## src/rtl/gf2m_pkg.sv

```systemverilog
// ----------------------------------------------------------------------------
// gf2m_pkg
// Shared definitions for the GF(2^163) digit-serial multiplier core.
//   GF_M         field degree (163)
//   SQ_W         width of an unreduced square (2*GF_M-1)
//   F_POLY       reduction polynomial x^163 + x^7 + x^6 + x^3 + 1, bit i = x^i
//   acb_state_e  FSM state encoding of gf2m_acb_core
//   digit_legal  returns 1 for supported digit widths (1,2,4,8,16,32)
//   gf2m_sqr     combinational squarer (bit spread + reduction), used only when
//                the core is built with ACB_FAST_SQR_EN
// ----------------------------------------------------------------------------
package gf2m_pkg;

  localparam int GF_M = 163;
  localparam int SQ_W = 2 * GF_M - 1;

  // x^163 + x^7 + x^6 + x^3 + 1
  localparam logic [GF_M:0] F_POLY = {1'b1, 155'd0, 8'hC9};

  typedef enum logic [2:0] {
    ST_IDLE     = 3'd0,
    ST_SQR      = 3'd1,
    ST_MUL      = 3'd2,
    ST_DONE     = 3'd3,
    ST_WAIT_LOW = 3'd4
  } acb_state_e;

  function automatic logic digit_legal(input int d);
    logic ok;
    case (d)
      1, 2, 4, 8, 16, 32: ok = 1'b1;
      default:            ok = 1'b0;
    endcase
    return ok;
  endfunction

  // Squaring in GF(2^m) is linear: spread bits to even positions, then reduce.
  // Reduction runs top-down so bits folded back above GF_M-1 are caught later.
  function automatic logic [GF_M-1:0] gf2m_sqr(input logic [GF_M-1:0] b);
    logic [SQ_W-1:0] s;
    s = '0;
    for (int i = 0; i < GF_M; i++) begin
      s[2*i] = b[i];
    end
    for (int k = SQ_W - 1; k >= GF_M; k--) begin
      s = s ^ ((SQ_W'(F_POLY) << (k - GF_M)) & {SQ_W{s[k]}});
    end
    return s[GF_M-1:0];
  endfunction

endpackage

```

## src/rtl/gf2m_digit_step.sv

```systemverilog
// ----------------------------------------------------------------------------
// gf2m_digit_step
// One combinational MSB-first Horner step of a digit-serial GF(2^m) multiply:
//   acc_o = (acc_i * x^DIGIT + a_i * digit_i) mod F_POLY
// Inputs are assumed fully reduced (degree < M); the output is fully reduced.
// Ports:
//   acc_i    [M-1:0]      running accumulator
//   a_i      [M-1:0]      multiplicand
//   digit_i  [DIGIT-1:0]  current multiplier digit
//   acc_o    [M-1:0]      reduced next accumulator
// ----------------------------------------------------------------------------
module gf2m_digit_step
  import gf2m_pkg::*;
#(
  parameter int M     = GF_M,
  parameter int DIGIT = 8
) (
  input  logic [M-1:0]     acc_i,
  input  logic [M-1:0]     a_i,
  input  logic [DIGIT-1:0] digit_i,
  output logic [M-1:0]     acc_o
);

  localparam int W = M + DIGIT;
  localparam logic [W-1:0] POLY_EXT = W'(F_POLY);

  logic [W-1:0] prod_s;

  // Shift-accumulate the partial product, then fold the DIGIT overflow bits.
  always_comb begin
    prod_s = W'(acc_i) << DIGIT;
    for (int j = 0; j < DIGIT; j++) begin
      prod_s = prod_s ^ ((W'(a_i) << j) & {W{digit_i[j]}});
    end
    // Folded terms land at most DIGIT-1+7 above bit 0, always below M, so one
    // top-down pass leaves the result fully reduced.
    for (int k = W - 1; k >= M; k--) begin
      prod_s = prod_s ^ ((POLY_EXT << (k - M)) & {W{prod_s[k]}});
    end
  end

  assign acc_o = prod_s[M-1:0];

endmodule

```

## src/rtl/gf2m_acb_core.sv

```systemverilog
// ----------------------------------------------------------------------------
// gf2m_acb_core
// Digit-serial GF(2^163) multiplier responder, f(x) = x^163+x^7+x^6+x^3+1.
//   configuration = 0 : C = A*B   mod f   (latency N+1 cycles)
//   configuration = 1 : C = A*B^2 mod f   (latency 2N+1, or N+2 with
//                                          ACB_FAST_SQR_EN defined)
// Optional build macro: ACB_FAST_SQR_EN -- square B in one cycle with a
// combinational squarer instead of N digit-serial cycles.
// Ports:
//   clk            clock, rising edge
//   rst_n          asynchronous active-low reset
//   enable         level request; operands are latched on the first cycle
//   A, B [M-1:0]   operands, polynomial basis (bit i = coeff of x^i)
//   configuration  0: A*B, 1: A*B^2
//   done           one-cycle pulse; C is valid in the same cycle
//   C    [M-1:0]   result register, held until the next completed operation
// Dropping enable during SQR/MUL aborts without done and leaves C unchanged.
// After done the core waits for enable low before accepting a new request.
// ----------------------------------------------------------------------------
module gf2m_acb_core
  import gf2m_pkg::*;
#(
  parameter int M     = GF_M,
  parameter int DIGIT = 8
) (
  input  logic         clk,
  input  logic         rst_n,
  input  logic         enable,
  input  logic [M-1:0] A,
  input  logic [M-1:0] B,
  input  logic         configuration,
  output logic         done,
  output logic [M-1:0] C
);

  localparam int N  = (M + DIGIT - 1) / DIGIT;  // digit steps per pass
  localparam int PW = N * DIGIT;                // zero-padded multiplier width
  localparam int CW = (N > 1) ? $clog2(N) : 1;

  if (M != GF_M) begin : g_bad_m
    $error("gf2m_acb_core: M must be 163");
  end
  if (!digit_legal(DIGIT)) begin : g_bad_digit
    $error("gf2m_acb_core: DIGIT must be one of 1,2,4,8,16,32");
  end

  acb_state_e    state_q, state_d;
  logic [M-1:0]  acc_q, acc_d;
  logic [CW-1:0] cnt_q, cnt_d;
  logic [M-1:0]  opa_q, opa_d;
  logic [M-1:0]  opb_q, opb_d;
  logic [PW-1:0] sh_q, sh_d;   // multiplier digits, consumed MSB-first
  logic [M-1:0]  c_q, c_d;
  logic          done_q, done_d;

  logic [M-1:0]     a_sel_s;
  logic [DIGIT-1:0] digit_s;
  logic [M-1:0]     step_s;

  // SQR multiplies B by itself; MUL multiplies A by the (possibly squared) B.
  assign a_sel_s = (state_q == ST_SQR) ? opb_q : opa_q;
  assign digit_s = sh_q[PW-1 -: DIGIT];

  gf2m_digit_step #(
    .M     (M),
    .DIGIT (DIGIT)
  ) u_step (
    .acc_i   (acc_q),
    .a_i     (a_sel_s),
    .digit_i (digit_s),
    .acc_o   (step_s)
  );

`ifdef ACB_FAST_SQR_EN
  logic [M-1:0] sq_s;
  assign sq_s = gf2m_sqr(opb_q);
`endif

  // Next-state and datapath update logic.
  always_comb begin
    state_d = state_q;
    acc_d   = acc_q;
    cnt_d   = cnt_q;
    opa_d   = opa_q;
    opb_d   = opb_q;
    sh_d    = sh_q;
    c_d     = c_q;
    case (state_q)
      ST_IDLE: begin
        if (enable) begin
          opa_d   = A;
          opb_d   = B;
          sh_d    = PW'(B);
          acc_d   = '0;
          cnt_d   = '0;
          state_d = configuration ? ST_SQR : ST_MUL;
        end else begin
          state_d = ST_IDLE;
        end
      end
      ST_SQR: begin
        if (!enable) begin
          state_d = ST_IDLE;
`ifdef ACB_FAST_SQR_EN
        end else begin
          sh_d    = PW'(sq_s);
          acc_d   = '0;
          cnt_d   = '0;
          state_d = ST_MUL;
        end
`else
        end else if (cnt_q == CW'(N - 1)) begin
          // B^2 becomes the multiplier for the following MUL pass.
          sh_d    = PW'(step_s);
          acc_d   = '0;
          cnt_d   = '0;
          state_d = ST_MUL;
        end else begin
          acc_d   = step_s;
          sh_d    = sh_q << DIGIT;
          cnt_d   = cnt_q + CW'(1);
        end
`endif
      end
      ST_MUL: begin
        if (!enable) begin
          state_d = ST_IDLE;
        end else if (cnt_q == CW'(N - 1)) begin
          acc_d   = step_s;
          c_d     = step_s;
          state_d = ST_DONE;
        end else begin
          acc_d   = step_s;
          sh_d    = sh_q << DIGIT;
          cnt_d   = cnt_q + CW'(1);
        end
      end
      ST_DONE: begin
        state_d = enable ? ST_WAIT_LOW : ST_IDLE;
      end
      ST_WAIT_LOW: begin
        state_d = enable ? ST_WAIT_LOW : ST_IDLE;
      end
      default: begin
        state_d = ST_IDLE;
      end
    endcase
    done_d = (state_d == ST_DONE);
  end

  // State, datapath and output registers.
  always_ff @(posedge clk or negedge rst_n) begin
    if (!rst_n) begin
      state_q <= ST_IDLE;
      acc_q   <= '0;
      cnt_q   <= '0;
      opa_q   <= '0;
      opb_q   <= '0;
      sh_q    <= '0;
      c_q     <= '0;
      done_q  <= 1'b0;
    end else begin
      state_q <= state_d;
      acc_q   <= acc_d;
      cnt_q   <= cnt_d;
      opa_q   <= opa_d;
      opb_q   <= opb_d;
      sh_q    <= sh_d;
      c_q     <= c_d;
      done_q  <= done_d;
    end
  end

  assign done = done_q;
  assign C    = c_q;

endmodule
```

## config.mk

```make
export PLATFORM = sky130hd
export DESIGN_NAME = gf2m_acb_core
export DESIGN_NICKNAME = d
export VERILOG_FILES = /design/src/rtl/gf2m_pkg.sv /design/src/rtl/gf2m_digit_step.sv /design/src/rtl/gf2m_acb_core.sv
export SDC_FILE = /design/constraint.sdc
export NUM_CORES = 2
export LEC_CHECK = 0
export BUFFER_PORTS_ARGS = -buffer_cell sky130_fd_sc_hd__buf_2
export CAP_MARGIN = 40
export CORE_UTILIZATION = 47
export DETAILED_ROUTE_END_ITERATION = 16
export GPL_TIMING_DRIVEN = 0
export PLACE_DENSITY = 0.65
export SLEW_MARGIN = 20
export SYNTH_ARGS = -nofsm -noshare
export SYNTH_HDL_FRONTEND = slang
export SYNTH_SLANG_ARGS = --single-unit
export TNS_END_PERCENT = 1
```

## constraint.sdc

```tcl
create_clock -name clk -period 3.4 [get_ports clk]
set_input_delay 0.17 -clock clk [delete_from_list [all_inputs] [get_ports clk]]
set_output_delay 0.17 -clock clk [all_outputs]
set_load 0.01 [all_outputs]
```

# After elaboration in Yosys (flattened, before gate mapping)
# Index checks and enable logic that the tools add are counted.
dict set report totals {
  regBits 829
  input_bits 330
  output_inout_bits 164
  wordCells 76
}
dict set report classes {
  n_addsub 1
  eq_ne 10
  muxes 26
  bitwise 24
  n_reduce_logical 7
}
# cell count
set ops {}
lappend ops {{171-bit bitwise XOR} 8}
lappend ops {{168-bit 2-to-1 mux} 5}
lappend ops {{163-bit 2-to-1 mux} 5}
lappend ops {{168-bit one-hot mux with 3 select lines} 1}
lappend ops {{163-bit one-hot mux with 3 select lines} 1}
lappend ops {{163-bit by 171-bit AND with 171-bit output} 1}
lappend ops {{164-bit by 171-bit AND with 171-bit output} 1}
lappend ops {{165-bit by 171-bit AND with 171-bit output} 1}
lappend ops {{166-bit by 171-bit AND with 171-bit output} 1}
lappend ops {{167-bit by 171-bit AND with 171-bit output} 1}
lappend ops {{168-bit by 171-bit AND with 171-bit output} 1}
lappend ops {{169-bit by 171-bit AND with 171-bit output} 1}
lappend ops {{170-bit by 171-bit AND with 171-bit output} 1}
lappend ops {{170-bit by 15-bit bitwise XOR with 170-bit output} 1}
lappend ops {{169-bit by 14-bit bitwise XOR with 169-bit output} 1}
lappend ops {{168-bit by 13-bit bitwise XOR with 168-bit output} 1}
lappend ops {{167-bit by 12-bit bitwise XOR with 167-bit output} 1}
lappend ops {{166-bit by 11-bit bitwise XOR with 166-bit output} 1}
lappend ops {{165-bit by 10-bit bitwise XOR with 165-bit output} 1}
lappend ops {{164-bit by 9-bit bitwise XOR with 164-bit output} 1}
lappend ops {{163-bit by 8-bit bitwise XOR with 163-bit output} 1}
lappend ops {{5-bit 2-to-1 mux} 5}
lappend ops {{3-bit 2-to-1 mux} 5}
lappend ops {{5-bit one-hot mux with 3 select lines} 1}
lappend ops {{other kinds (15)} 21}

# Longest topological paths before layout
dict set report logic_depth {
  depth_word 22
  ltp_mapped 14
  ltp_nobuf 9
}

# By module
# From an unflattened synthesis, not the netlist that was laid out.
dict set report hier_totals {
  cells_unflattened 5485
  hier_area_um2 53548.9
}
# module instances cells_per_inst area_each_um2 seq_area_each_um2
set by_module_without_submodules {}
lappend by_module_without_submodules {gf2m_acb_core 1 2562 35713.0 20744.9}
lappend by_module_without_submodules {gf2m_digit_step 1 2923 17835.9 0.0}

# Worst setup path after synthesis
# OpenSTA, ideal clock, no wires.
dict set report synth_path {
  path_type {register to register}
  startpoint {register state_q[2]}
  endpoint {register sh_q[8]}
  setup_ps 65
  arrival_ps 2718
  required_ps 3335
  setup_slack_ps 617
  stages_incl_launch_ff 11
  path_buffers 1
  synth_period_minus_slack_ps 2783
  cell_sequence {dfrtp_1 nor3b_4 buf_6 mux2_4 nand2_1 xnor2_2 xnor3_1 xor2_1 xor3_1 o21ai_1 o21a_1}
}
dict set report synth_between {
  elab_chain_len 22
  elab_cells_between_ends 37
  cone_classes {6 x eq/ne; 4 x mux; 24 x bitwise; 3 x reduce/logical}
}
# item line_no
set synth_lines {}
lappend synth_lines {{start: declaration} gf2m_acb_core.sv:47} ;# acb_state_e state_q, state_d;
lappend synth_lines {{start signal: assignment} gf2m_acb_core.sv:163} ;# state_q <= state_d;
lappend synth_lines {{3-bit by 1-bit equality test with 1-bit output} {gf2m_acb_core.sv:61, gf2m_acb_core.sv:88}}
lappend synth_lines {{163-bit 2-to-1 mux} gf2m_acb_core.sv:61} ;# assign a_sel_s = (state_q == ST_SQR) ? opb_q : opa_q;
lappend synth_lines {{163-bit by 171-bit AND with 171-bit output} gf2m_digit_step.sv:33} ;# prod_s = prod_s ^ ((W'(a_i) << j) & {W{digit_i[j]}});
lappend synth_lines {{171-bit bitwise XOR (8 in a row)} gf2m_digit_step.sv:33}
lappend synth_lines {{170-bit by 15-bit bitwise XOR with 170-bit output} gf2m_digit_step.sv:38} ;# prod_s = prod_s ^ ((POLY_EXT << (k - M)) & {W{prod_s[k]}});
lappend synth_lines {{169-bit by 14-bit bitwise XOR with 169-bit output} gf2m_digit_step.sv:38}
lappend synth_lines {{168-bit by 13-bit bitwise XOR with 168-bit output} gf2m_digit_step.sv:38}
lappend synth_lines {{167-bit by 12-bit bitwise XOR with 167-bit output} gf2m_digit_step.sv:38}
lappend synth_lines {{166-bit by 11-bit bitwise XOR with 166-bit output} gf2m_digit_step.sv:38}
lappend synth_lines {{165-bit by 10-bit bitwise XOR with 165-bit output} gf2m_digit_step.sv:38}
lappend synth_lines {{164-bit by 9-bit bitwise XOR with 164-bit output} gf2m_digit_step.sv:38}
lappend synth_lines {{163-bit by 8-bit bitwise XOR with 163-bit output} gf2m_digit_step.sv:38}
lappend synth_lines {{168-bit 2-to-1 mux} gf2m_acb_core.sv:112} ;# end else if (cnt_q == CW'(N - 1)) begin
lappend synth_lines {{168-bit 2-to-1 mux} gf2m_acb_core.sv:102} ;# if (!enable) begin
lappend synth_lines {{168-bit one-hot mux with 3 select lines} gf2m_acb_core.sv:88} ;# case (state_q)
lappend synth_lines {{end signal: assignment} gf2m_acb_core.sv:159} ;# sh_q <= '0;
lappend synth_lines {{end signal: assignment} gf2m_acb_core.sv:168} ;# sh_q <= sh_d;
lappend synth_lines {{end: declaration} gf2m_acb_core.sv:52} ;# logic [PW-1:0] sh_q, sh_d;
# Parallel ways exist; a longest one is shown, timed or not. The select of a mux whose other input is x is not followed.
# A chain may end at the register's enable or synchronous reset.

# Worst setup path in the final report
dict set report layout_path {
  startpoint {register sh_q[161]}
  endpoint {register acc_q[145]}
}
dict set report layout_between {
  elab_chain_len 19
  elab_cells_between_ends 20
  cone_classes {4 x mux; 16 x bitwise}
}
# item line_no
set layout_lines {}
lappend layout_lines {{164-bit by 171-bit AND with 171-bit output (*)} gf2m_digit_step.sv:33}
lappend layout_lines {{171-bit bitwise XOR (*) (7 in a row)} gf2m_digit_step.sv:33}
lappend layout_lines {{170-bit by 15-bit bitwise XOR with 170-bit output (*)} gf2m_digit_step.sv:38}
lappend layout_lines {{169-bit by 14-bit bitwise XOR with 169-bit output (*)} gf2m_digit_step.sv:38}
lappend layout_lines {{168-bit by 13-bit bitwise XOR with 168-bit output (*)} gf2m_digit_step.sv:38}
lappend layout_lines {{167-bit by 12-bit bitwise XOR with 167-bit output (*)} gf2m_digit_step.sv:38}
lappend layout_lines {{166-bit by 11-bit bitwise XOR with 166-bit output (*)} gf2m_digit_step.sv:38}
lappend layout_lines {{165-bit by 10-bit bitwise XOR with 165-bit output (*)} gf2m_digit_step.sv:38}
lappend layout_lines {{164-bit by 9-bit bitwise XOR with 164-bit output (*)} gf2m_digit_step.sv:38}
lappend layout_lines {{163-bit by 8-bit bitwise XOR with 163-bit output (*)} gf2m_digit_step.sv:38}
lappend layout_lines {{163-bit 2-to-1 mux} gf2m_acb_core.sv:112}
lappend layout_lines {{163-bit 2-to-1 mux} gf2m_acb_core.sv:102}
lappend layout_lines {{163-bit one-hot mux with 3 select lines (*)} gf2m_acb_core.sv:88}
lappend layout_lines {{end signal: assignment} gf2m_acb_core.sv:155} ;# acc_q <= '0;
lappend layout_lines {{end signal: assignment} gf2m_acb_core.sv:164} ;# acc_q <= acc_d;
lappend layout_lines {{end: declaration} gf2m_acb_core.sv:48} ;# logic [M-1:0] acc_q, acc_d;
# Every way passes the cells marked *; elsewhere a longest branch is shown, timed or not. The select of a mux whose other input is x is not followed.

==> flow_summary.toml <==
[run_status]
status = "complete, but fails checks"
violations = "setup timing"

[sta]
setup_ws_ns = -0.0229
finalCritPeriodShare = 1.01
tns_ns = -0.0278
max_slew.worst_pin.slew_ns = 0.978
max_freq_mhz = 292
final_max_slew_viol_count = 0
rsz0062_at_grt = "true"
finalHoldViolations = 0
min_period_ns = 3.42
finalSetupViolations = 3
clock_skew_ns = 0.0308
relSlewSlack = 0.348
whs_ns = 0.0120

[pwr]
power.total_mw = 59.2
p_leak_nw = 28.4
power_frac_comb = 0.585
power_frac_clock = 0.183
power_frac_seq = 0.232
peakVddDrop_mv = 0.632
cellPowerDensity_mw_per_mm2 = 911
p_sw_frac = 0.446
internal_power_mw = 32.8
p_sw_mw = 26.4

[critical_path]
worstSetupPathType = "register to register"
crit_start = "sh_q[161]"
reg2reg_from = "sh_q[161]"
crit_chain = "clkbuf_1 > clkbuf_2 > clkbuf_2 > clkbuf_1 > nand2_1 > xor2_1 > xnor2_2 > buf_4 > a22o_1"
critPathMaxFanout = 10
crit_arrival_ns = 3.99
end_kind = "register"
r2r_slack_ns = -0.02
reg2reg_depth = 9
slowest_delay_ns = 0.55
cp.required_ns = 3.97
cp-start-kind = "register"
slowest_stage = "clkbuf_1"
worstReg2RegEnd = "acc_q[145]"
crit_end = "acc_q[145]"

[clock_tree]
clock-sinks = 829
cts_made_buffers = 92
clk_latency_ns = 0.71
cts_root_buf = "clkbuf_16"
tritoncts = "yes"
htreeDepth = 3
clockBufferDepth = 3
clkTransAtPathRegs_ns = 0.06

[route]
vias = 45800
first_iter_violations = 4681
vias_per_cell = 5.64
ant_nets = 0
firstDrtPassIters = 7
wl_um = 198000
route.detailed.drc = 0
wl_per_cell_um = 24.5

[floorplanning]
start_util = 0.475
core_area_mm2 = 0.109
dieArea_mm2 = 0.111
die_y_um = 334
row_count = 121
ioPinCount = 494
die_w_um = 334

[grt]
grt_pass1_vias = 45000
grt_overflow = 0
grtUsageTotal = 0.347
antenna_found_initial = 2
grt_first_pass_wirelength_um = 291000
grt_max_degree = 135

[synth]
synth_top_area_cell = "dfrtp_1"
syn_area_per_cell_um2 = 9.17
ys_top_cells_by_area = "dfrtp_1, xnor2_1, nand2_1"
synthDistinctLibCells = 41
async_flop_share = 1.00
synth_nets = 5978
yosysSeqAreaShare = 0.401
yosysTopAreaCellShare = 0.401
synth_edf_count = 0
syn_area_mm2 = 0.0517
synth-seq-cells = 829
synth-warning-count = 0
syn_inst = 5646
ys.flop_type = "dfrtp_1"

[place]
gp_congestion = 0.954
numPortBuffers = 493
placed_cells = 7598
dp_slack_ns = -0.698
dp_hpwl_um = 142000

[run]
drv_cap = 0

[cells_and_area]
area_growth_pct = 25.6
final_net_count = 6956
layout.cells.non_filler = 8116
drive_above_1_share = 0.221

[worst_hold_path]
holdCritPathClass = "input pin to asynchronous set/reset pin"
## synth_stat cells (all sizes together) (3+ instances only)
| cell | count |
|---|---|
| o21a | 3 |
| a21oi | 156 |
| o21ai | 33 |
| xnor3 | 7 |
| buf | 104 |
| nand2 | 1948 |
| a221oi | 155 |
| xor2 | 324 |
| a22o | 160 |
| a22oi | 4 |
| nor2 | 162 |
| and2 | 4 |
| xnor2 | 987 |
| mux2 | 490 |
| inv | 4 |
| dfrtp | 829 |
| clkbuf | 254 |
## worst max-delay path: cells and delay by family, from the launching register on
| kind | cells | cell delay (ns) |
|---|---|---|
| flops | 1 | 0.39 |
| simple gates | 1 | 0.13 |
| xor+xnor | 2 | 0.39 |
| buf+inv | 5 | 2.15 |
| compound gates | 1 | 0.23 |
## worst min-delay path by stage
stage	from	end	slack, ns	cells past startpoint
after floorplan	rst_n	C[0]	-0.13	0
after global placement	A[60]	opa_q[60]	0.40	2
after detailed placement	rst_n	opa_q[3]	0.12	1
after CTS	rst_n	opa_q[2]	0.03	2
after global routing	rst_n	opa_q[3]	0.06	2
final	rst_n	opa_q[3]	0.01	2
## cells by family (layout without fill, tap and decap cells)
logic type / after synthesis / in the layout / share of synthesized area
simple gates: 2126 / 2126 / 0.155
xor+xnor: 1319 / 1319 / 0.226
flops: 829 / 829 / 0.401
compound gates: 518 / 518 / 0.0737
mux: 490 / 490 / 0.114
buf+inv: 362 / 1417 / 0.0296
fa+ha+maj: 2 / 2 / 0.000484
other cells: 0 / 1 / 0
## metal layers
metal | vias up | routed length, um | global-route usage
li1 | 20300 | - | -
met1 | 22700 | 80600 | 0.461
met2 | 2302 | 93000 | 0.567
met3 | 478 | 15800 | 0.0477
met4 | 0 | 9070 | 0.149
met5 | - | 0 | 0
## through the flow
stage	instance area [um2]	utilization
final	65000	0.596
after global routing	65000	0.596
after CTS	64000	0.587
after detailed placement	56700	0.520
after global placement	56000	0.514
after floorplan	51700	-
## power by group through the flow
stage          Clock [mW]  Combinational, mW  Sequential [mW]
3_5_place_dp            0               29.5             13.8
2_1_floorplan           0               20.1             13.2
3_3_place_gp            0               29.1             13.8
4_1_cts              10.9               31.6             13.7
6_report             10.9               34.6             13.7
5_1_grt              11.3               35.8             13.9
## final cells by class
class	instances	area (um2)
Clock buffer	126	2700
Tap cell	1414	1770
Clock inverter	45	589
Timing Repair Buffer	885	6650
Multi-Input combinational cell	4455	30900
Fill cell	9348	44000
Inverter	4	15.0
Buffer	357	1630
Antenna cell	1	2.50
Sequential cell	829	20700
## layout by cell type (no fill, tap or decap), types with 14 or more instances in the layout
master and count:
clkbuf_8 21, clkbuf_1 224, buf_2 512, xor2_1 324, xnor2_2 186, buf_1 62
clkbuf_16 96, clkbuf_2 40, clkinv_2 19, o21ai_0 28, nor2_1 162, nand2_1 1947
mux2_4 117, a22o_1 160, a221oi_1 155, a21oi_1 156, buf_8 14, mux2_2 373
buf_4 18, xnor2_1 801, buf_6 32, dfrtp_1 827, dlygate4sd3_1 329
## repair_timing
| item | in CTS | in global routing |
|---|---|---|
| pin swaps | 2 | 20 |
| endpoints found under the hold margin | 807 | 0 |
| hold buffers | 329 | 0 |
| setup buffers | 1 | 14 |
| setup endpoints to repair | 435 | 416 |
| cloned | 0 | 1 |
| resized for setup | 108 | 148 |
## registers in the layout, summed over array words and instances (netlist names)
name,count
C,163
acc_q,163
cnt_q,5
done,1
opa_q,163
opb_q,163
sh_q,168
state_q,3
(Power assumes the default switching activity.)
